--- config.mk ---
export PLATFORM = sky130hd
export DESIGN_NAME = hazard_stall_ctrl_flat
export DESIGN_NICKNAME = d
export VERILOG_FILES = /design/src/rtl/hazard_stall_ctrl_if.sv /design/src/rtl/hazard_stall_ctrl.sv /design/src/flat_wrapper.sv
export SDC_FILE = /design/constraint.sdc
export NUM_CORES = 1
export LEC_CHECK = 0
export ABC_AREA = 1
export CORE_ASPECT_RATIO = 1.4
export CORE_MARGIN = 4
export CORE_UTILIZATION = 35
export CTS_BUF_LIST = sky130_fd_sc_hd__clkbuf_8
export DETAILED_ROUTE_END_ITERATION = 16
export PLACE_DENSITY_LB_ADDON = 0.3
export SYNTH_ARGS = -nofsm -noshare
export SYNTH_HDL_FRONTEND = slang
export SYNTH_SLANG_ARGS = --single-unit
export TNS_END_PERCENT = 30
--- constraint.sdc ---
create_clock -name clk -period 2.7 [get_ports clk]
set_input_delay 0.54 -clock clk [delete_from_list [all_inputs] [get_ports clk]]
set_output_delay 0.54 -clock clk [all_outputs]
set_load 0.02 [all_outputs]
--- src/rtl/hazard_stall_ctrl_if.sv ---
// Decode-stage hazard/stall bundle: the pipeline-stage fields the stall
// controller inspects, plus the stall, flush and status outputs it drives.
interface hazard_stall_ctrl_if;
  logic [4:0]  d_rs;
  logic [4:0]  d_rt;
  logic [1:0]  d_tuse_rs;
  logic [1:0]  d_tuse_rt;
  logic        d_is_md;
  logic        e_regwrite;
  logic [4:0]  e_waddr;
  logic [1:0]  e_tnew;
  logic        m_regwrite;
  logic [4:0]  m_waddr;
  logic [1:0]  m_tnew;
  logic        e_md_start;
  logic        e_md_is_div;
  logic        pc_en;
  logic        d_en;
  logic        e_flush;
  logic        md_busy;
  logic [31:0] stall_cnt;
  logic        proto_err;

  // Pipeline side: supplies stage fields, consumes stall controls.
  modport master (
    output d_rs, d_rt, d_tuse_rs, d_tuse_rt, d_is_md,
    output e_regwrite, e_waddr, e_tnew,
    output m_regwrite, m_waddr, m_tnew,
    output e_md_start, e_md_is_div,
    input  pc_en, d_en, e_flush, md_busy, stall_cnt, proto_err
  );

  // Stall controller side.
  modport slave (
    input  d_rs, d_rt, d_tuse_rs, d_tuse_rt, d_is_md,
    input  e_regwrite, e_waddr, e_tnew,
    input  m_regwrite, m_waddr, m_tnew,
    input  e_md_start, e_md_is_div,
    output pc_en, d_en, e_flush, md_busy, stall_cnt, proto_err
  );
endinterface

--- src/rtl/hazard_stall_ctrl.sv ---
// Decode-stage stall/flush controller for the 5-stage MIPS pipeline.
// Combines Tuse/Tnew data hazards against E and M with the occupancy of the
// multi-cycle mult/div unit. The stall controls are combinational so the
// bubble is inserted in the same cycle the hazard is seen.
module hazard_stall_ctrl #(
  parameter int unsigned MULT_CYCLES = 5,
  parameter int unsigned DIV_CYCLES  = 10,
  parameter int unsigned CNT_W       = 4
) (
  input  logic                clk,
  input  logic                reset,
  hazard_stall_ctrl_if.slave  bus
);

  typedef enum logic [0:0] {
    MD_IDLE = 1'b0,
    MD_BUSY = 1'b1
  } md_state_e;

  localparam logic [CNT_W-1:0] MULT_LOAD = CNT_W'(MULT_CYCLES);
  localparam logic [CNT_W-1:0] DIV_LOAD  = CNT_W'(DIV_CYCLES);
  localparam logic [CNT_W-1:0] CNT_ONE   = {{(CNT_W-1){1'b0}}, 1'b1};
  localparam logic [CNT_W-1:0] CNT_ZERO  = {CNT_W{1'b0}};
  localparam logic [31:0]      SAT_MAX   = 32'hFFFF_FFFF;

  md_state_e          state_r;
  md_state_e          state_s;
  logic [CNT_W-1:0]   cnt_r;
  logic [CNT_W-1:0]   cnt_s;
  logic               proto_err_r;
  logic               proto_set_s;
  logic [31:0]        stall_cnt_r;

  logic               hz_rs_s;
  logic               hz_rt_s;
  logic               md_busy_s;
  logic               md_stall_s;
  logic               stall_s;
  logic               pc_en_s;
  logic               d_en_s;
  logic               e_flush_s;

  // A source register is hazardous when a younger-stage producer will not have
  // its value forwardable before D needs it. $0 is hard-wired and never waits;
  // Tuse=3 (not read) can never be exceeded since Tnew tops out at 2.
  function automatic logic src_hazard(
    input logic [4:0] src,
    input logic [1:0] tuse,
    input logic       e_rw,
    input logic [4:0] e_wa,
    input logic [1:0] e_tn,
    input logic       m_rw,
    input logic [4:0] m_wa,
    input logic [1:0] m_tn
  );
    logic e_hit;
    logic m_hit;
    e_hit = e_rw && (e_wa == src) && (e_tn > tuse);
    m_hit = m_rw && (m_wa == src) && (m_tn > tuse);
    return (src != 5'd0) && (e_hit || m_hit);
  endfunction

  // Data-hazard detection for both source operands of the instruction in D.
  always_comb begin
    hz_rs_s = src_hazard(bus.d_rs, bus.d_tuse_rs,
                         bus.e_regwrite, bus.e_waddr, bus.e_tnew,
                         bus.m_regwrite, bus.m_waddr, bus.m_tnew);
    hz_rt_s = src_hazard(bus.d_rt, bus.d_tuse_rt,
                         bus.e_regwrite, bus.e_waddr, bus.e_tnew,
                         bus.m_regwrite, bus.m_waddr, bus.m_tnew);
  end

  // Merge data and mult/div stalls into one stall request.
  always_comb begin
    md_busy_s  = (state_r == MD_BUSY);
    md_stall_s = bus.d_is_md && (bus.e_md_start || md_busy_s);
    stall_s    = hz_rs_s || hz_rt_s || md_stall_s;
  end

  // Drive fetch/decode enables and the D/E bubble; held inactive during reset.
  always_comb begin
    pc_en_s   = 1'b1;
    d_en_s    = 1'b1;
    e_flush_s = 1'b0;
    if (reset) begin
      pc_en_s   = 1'b1;
      d_en_s    = 1'b1;
      e_flush_s = 1'b0;
    end else begin
      pc_en_s   = ~stall_s;
      d_en_s    = ~stall_s;
      e_flush_s = stall_s;
    end
  end

  // Mult/div occupancy: next state, countdown and overlap-error detection.
  always_comb begin
    state_s     = state_r;
    cnt_s       = cnt_r;
    proto_set_s = 1'b0;
    case (state_r)
      MD_IDLE: begin
        if (bus.e_md_start) begin
          cnt_s   = bus.e_md_is_div ? DIV_LOAD : MULT_LOAD;
          state_s = MD_BUSY;
        end else begin
          cnt_s   = cnt_r;
          state_s = MD_IDLE;
        end
      end
      MD_BUSY: begin
        // A new start while busy is a pipeline protocol violation; it is
        // dropped so the running operation keeps its original length.
        if (bus.e_md_start) begin
          proto_set_s = 1'b1;
        end else begin
          proto_set_s = 1'b0;
        end
        if (cnt_r == CNT_ONE) begin
          cnt_s   = CNT_ZERO;
          state_s = MD_IDLE;
        end else begin
          cnt_s   = cnt_r - CNT_ONE;
          state_s = MD_BUSY;
        end
      end
      default: begin
        cnt_s   = CNT_ZERO;
        state_s = MD_IDLE;
      end
    endcase
  end

  // Mult/div state, countdown and sticky protocol-error registers.
  always_ff @(posedge clk) begin
    if (reset) begin
      state_r     <= MD_IDLE;
      cnt_r       <= CNT_ZERO;
      proto_err_r <= 1'b0;
    end else begin
      state_r     <= state_s;
      cnt_r       <= cnt_s;
      proto_err_r <= proto_err_r || proto_set_s;
    end
  end

  // Saturating count of stalled cycles for performance monitoring.
  always_ff @(posedge clk) begin
    if (reset) begin
      stall_cnt_r <= 32'd0;
    end else if (stall_s && (stall_cnt_r != SAT_MAX)) begin
      stall_cnt_r <= stall_cnt_r + 32'd1;
    end else begin
      stall_cnt_r <= stall_cnt_r;
    end
  end

  assign bus.pc_en     = pc_en_s;
  assign bus.d_en      = d_en_s;
  assign bus.e_flush   = e_flush_s;
  assign bus.md_busy   = md_busy_s;
  assign bus.stall_cnt = stall_cnt_r;
  assign bus.proto_err = proto_err_r;

endmodule

--- src/flat_wrapper.sv ---
// flat-port wrapper written by rule: the top's interface ports become plain ports
module hazard_stall_ctrl_flat 
#(
  parameter int unsigned MULT_CYCLES = 5,
  parameter int unsigned DIV_CYCLES  = 10,
  parameter int unsigned CNT_W       = 4
)
  (clk, reset, bus_d_rs, bus_d_rt, bus_d_tuse_rs, bus_d_tuse_rt, bus_d_is_md, bus_e_regwrite, bus_e_waddr, bus_e_tnew, bus_m_regwrite, bus_m_waddr, bus_m_tnew, bus_e_md_start, bus_e_md_is_div, bus_pc_en, bus_d_en, bus_e_flush, bus_md_busy, bus_stall_cnt, bus_proto_err);
  hazard_stall_ctrl_if bus_i ();
  input  logic clk;
  input  logic reset;
  input wire logic [$bits(bus_i.d_rs)-1:0] bus_d_rs;
  input wire logic [$bits(bus_i.d_rt)-1:0] bus_d_rt;
  input wire logic [$bits(bus_i.d_tuse_rs)-1:0] bus_d_tuse_rs;
  input wire logic [$bits(bus_i.d_tuse_rt)-1:0] bus_d_tuse_rt;
  input wire logic [$bits(bus_i.d_is_md)-1:0] bus_d_is_md;
  input wire logic [$bits(bus_i.e_regwrite)-1:0] bus_e_regwrite;
  input wire logic [$bits(bus_i.e_waddr)-1:0] bus_e_waddr;
  input wire logic [$bits(bus_i.e_tnew)-1:0] bus_e_tnew;
  input wire logic [$bits(bus_i.m_regwrite)-1:0] bus_m_regwrite;
  input wire logic [$bits(bus_i.m_waddr)-1:0] bus_m_waddr;
  input wire logic [$bits(bus_i.m_tnew)-1:0] bus_m_tnew;
  input wire logic [$bits(bus_i.e_md_start)-1:0] bus_e_md_start;
  input wire logic [$bits(bus_i.e_md_is_div)-1:0] bus_e_md_is_div;
  output wire logic [$bits(bus_i.pc_en)-1:0] bus_pc_en;
  output wire logic [$bits(bus_i.d_en)-1:0] bus_d_en;
  output wire logic [$bits(bus_i.e_flush)-1:0] bus_e_flush;
  output wire logic [$bits(bus_i.md_busy)-1:0] bus_md_busy;
  output wire logic [$bits(bus_i.stall_cnt)-1:0] bus_stall_cnt;
  output wire logic [$bits(bus_i.proto_err)-1:0] bus_proto_err;
  assign bus_i.d_rs = bus_d_rs;
  assign bus_i.d_rt = bus_d_rt;
  assign bus_i.d_tuse_rs = bus_d_tuse_rs;
  assign bus_i.d_tuse_rt = bus_d_tuse_rt;
  assign bus_i.d_is_md = bus_d_is_md;
  assign bus_i.e_regwrite = bus_e_regwrite;
  assign bus_i.e_waddr = bus_e_waddr;
  assign bus_i.e_tnew = bus_e_tnew;
  assign bus_i.m_regwrite = bus_m_regwrite;
  assign bus_i.m_waddr = bus_m_waddr;
  assign bus_i.m_tnew = bus_m_tnew;
  assign bus_i.e_md_start = bus_e_md_start;
  assign bus_i.e_md_is_div = bus_e_md_is_div;
  assign bus_pc_en = bus_i.pc_en;
  assign bus_d_en = bus_i.d_en;
  assign bus_e_flush = bus_i.e_flush;
  assign bus_md_busy = bus_i.md_busy;
  assign bus_stall_cnt = bus_i.stall_cnt;
  assign bus_proto_err = bus_i.proto_err;
  hazard_stall_ctrl #(.MULT_CYCLES(MULT_CYCLES), .DIV_CYCLES(DIV_CYCLES), .CNT_W(CNT_W)) u_core (.clk(clk), .reset(reset), .bus(bus_i));
endmodule
==> impl_metrics.csv <==
group,metric,value,unit
global_routing,grt_max_degree,65,
drt,wl_per_cell,11.0,µm
power,powerDensity,332,mW/mm²
placed_design,port_buffers,71,
timing,worst_pin_slew,0.437,ns
clocking,clock-sinks,38,
placed_design,hpwl,5.37,mm
synth,synthDominantCellAreaShare,26.5,%
timing,fmax,401,MHz
drt,vias,2957,
final_layout,antenna-diode-count,0,
clocking,htree_levels,2,
synth,ys_seq_area_share,26.5,%
floorplanning,start_util,36.4,%
placed_design,place_ws,-0.549,ns
floorplanning,die_area,0.00975,mm²
synth,syn_area,0.00288,mm²
floorplanning,core_area,0.00789,mm²
worst_setup_path,worst_ep_arrival_time,1.96,ns
worst_setup_path,required,2.16,ns
drt,drtPass1Iterations,5,
final_layout,syn_to_final_growth,33.3,%
drt,drcViolationCount,0,
synth,yosys-top-cells-area,"dfxtp_1 (26%), nand2_1 (14%), nor2_1 (8.6%)",
worst_setup_path,start_kind,"input pin",
synth,ys_ff_latch,38,
final_layout,final_common_cell,"nand2_1",
timing,setup_ws,0.205,ns
run,drv_cap,0,
outcome,status,"finished clean",
clocking,root_buffer,"clkbuf_8",
synth,postSynthCellCount,450,
timing,fin_crit_sh,92.4,%
worst_setup_path,timing.rr.start,"u_core.bus.stall_cnt[0]$_SDFFE_PP0P_",
drt,drt_iter0_drc,182,
worst_setup_path,reg2reg_to,"u_core.bus.stall_cnt[22]$_SDFFE_PP0P_",
timing,fin_crit,2.50,ns
drt,antenna_left,0,
placed_design,placed_cell_area,0.00367,mm²
floorplanning,die_w,84.6,µm
final_layout,fin_nets,569,
clocking,cts_inserted_buffers,5,
worst_setup_path,reg2reg_depth,10,
synth,synth_cell_type_count,33,
clocking,cts_buffer_depth,2,
timing,hold_slack,0.493,ns
power,ir_drop,0.224,mV
synth,syn_nets,496,
clocking,clk_pin_slew,0.08,ns
clocking,cts_tree,"yes",
global_routing,grt_pass1_wl,11.8,mm
timing,slew_viol_final,0,
placed_design,place.gp.congestion,0.853,
clocking,hold_buffers,0,
worst_setup_path,crit_end,"bus_d_en",
drt,drt-vias-per-instance,4.74,
global_routing,grt_overflow,0,
synth,yosysTopAreaCell,"dfxtp_1",
worst_setup_path,critPathLaunch,"bus_e_tnew[1]",
power,leakage,1.75,nW
timing,grt_setup_unrepaired,"false",
worst_setup_path,path_class,"in2out",
worst_setup_path,reg2reg_slack,0.73,ns
final_layout,drive_gt1_share,14.3,%
global_routing,antenna_found_initial,0,
timing,slew_headroom,70.9,%
floorplanning,dieHeight,115,µm
timing,fin_skew,0.00566,ns
hold_path,holdCritPathClass,"reg2reg",
power,power.total,1.27,mW
drt,routed_wl,6.89,mm
floorplanning,num_rows,38,
worst_setup_path,cp_max_fo,3,
final_layout,finalInstanceArea,0.00383,mm²
global_routing,grt_pass1_vias,2754,
timing,hold_violations,0,
synth,yosys_warnings,0,
global_routing,grt_use_total,14.5,%
synth,syn_area_per_cell,6.39,µm²
timing,setup_viol,0,
worst_setup_path,cp-end-kind,"output port",
floorplanning,pin_count,72,
final_layout,layout_common_cells,"nand2_1 (107), nor2_1 (66), clkdlybuf4s50_1 (60)",
clocking,insertion_delay,0.29,ns
## cells in the mapped netlist, drive strengths merged
library cell / instances
clkinv: 1
a21oi: 40
xor2: 5
nand2: 121
nor4: 1
dfxtp: 38
o21bai: 3
or2: 1
nand3: 44
xnor2: 10
nor3: 6
a22oi: 1
o211ai: 1
o21ai: 2
a211oi: 1
nor2: 78
ha: 11
a221oi: 1
buf: 13
inv: 63
nand4: 9
## worst min path at each step
stage	slack [ns]	cells after the start	to	from
2_1_floorplan	0.45	2	u_core.cnt_r[1]$_SDFFE_PP0N_	u_core.cnt_r[1]$_SDFFE_PP0N_
3_3_place_gp	0.46	2	u_core.bus.proto_err$_SDFF_PP0_	u_core.bus.proto_err$_SDFF_PP0_
3_5_place_dp	0.48	2	u_core.cnt_r[1]$_SDFFE_PP0N_	u_core.cnt_r[1]$_SDFFE_PP0N_
4_1_cts	0.49	2	u_core.cnt_r[1]$_SDFFE_PP0N_	u_core.cnt_r[1]$_SDFFE_PP0N_
5_1_grt	0.53	2	u_core.cnt_r[1]$_SDFFE_PP0N_	u_core.cnt_r[1]$_SDFFE_PP0N_
6_report	0.49	2	u_core.bus.proto_err$_SDFF_PP0_	u_core.bus.proto_err$_SDFF_PP0_
## layout make-up
class	instances	area (µm²)
repair buffers	79	773
flip-flops and latches	38	761
clock inverters	2	12.5
well taps	100	125
inverters	64	240
fillers	839	4060
clock buffers	6	82.6
multi-input cells	335	1840
## state kept, by name, indices dropped and copies added, names as in the netlist
register              flops
u_core.bus.md_busy        1
u_core.bus.proto_err      1
u_core.bus.stall_cnt     32
u_core.cnt_r              4
## worst max-delay path, stage by stage
cell,delay (ns)
dlygate4sd2_1,0.30
ha_4,0.29
inv_1,0.03
o21bai_1,0.14
nand2_1,0.07
nor2_1,0.10
nand2_1,0.05
nand2_1,0.06
nand2_1,0.05
nand3_2,0.08
nand2_2,0.07
buf_2,0.16
## cell families (layout without fill, tap and decap cells)
| family | count (synthesis) | after routing | synth area share (%) |
|---|---|---|---|
| adder cells (fa/ha/maj) | 11 | 11 | 4.79 |
| buffers and inverters | 77 | 151 | 11.7 |
| AND/OR/NAND/NOR | 260 | 260 | 43.3 |
| AO/OA/AOI/OAI | 49 | 49 | 9.18 |
| XOR/XNOR | 15 | 15 | 4.57 |
| flip-flops | 38 | 38 | 26.5 |
## metrics by stage
stage	util (%)	TNS [ns]	instances
after floorplan	-	0	450
after global placement	46.5	-4.08	615
after detailed placement	46.5	-6.39	615
after CTS	48.1	-0.0107	624
after global routing	48.6	0	624
final	48.6	0	624
## repair_timing
| action | in CTS | in global routing |
|---|---|---|
| gates cloned | 0 | 0 |
| setup buffers | 1 | 0 |
| pin swaps | 7 | 6 |
| endpoints found under the hold margin | 0 | 0 |
| setup endpoints to repair | 3 | 35 |
| resized for setup | 26 | 9 |
## power by group
| part | switching (mW) | internal [mW] |
|---|---|---|
| clock | 0.212 | 0.205 |
| sequential | 0.0128 | 0.572 |
| combinational | 0.142 | 0.130 |
## metal layers
| metal | global-route usage [%] | vias to the layer above | part of all wire, % |
|---|---|---|---|
| met5 | 0 | - | 0 |
| met4 | 5.39 | 0 | 2.1 |
| met3 | 3.44 | 12 | 4.8 |
| met2 | 26.9 | 54 | 51 |
| met1 | 15.9 | 1328 | 42 |
| li1 | - | 1563 | - |
No activity file was read; power rests on OpenSTA's default activity.
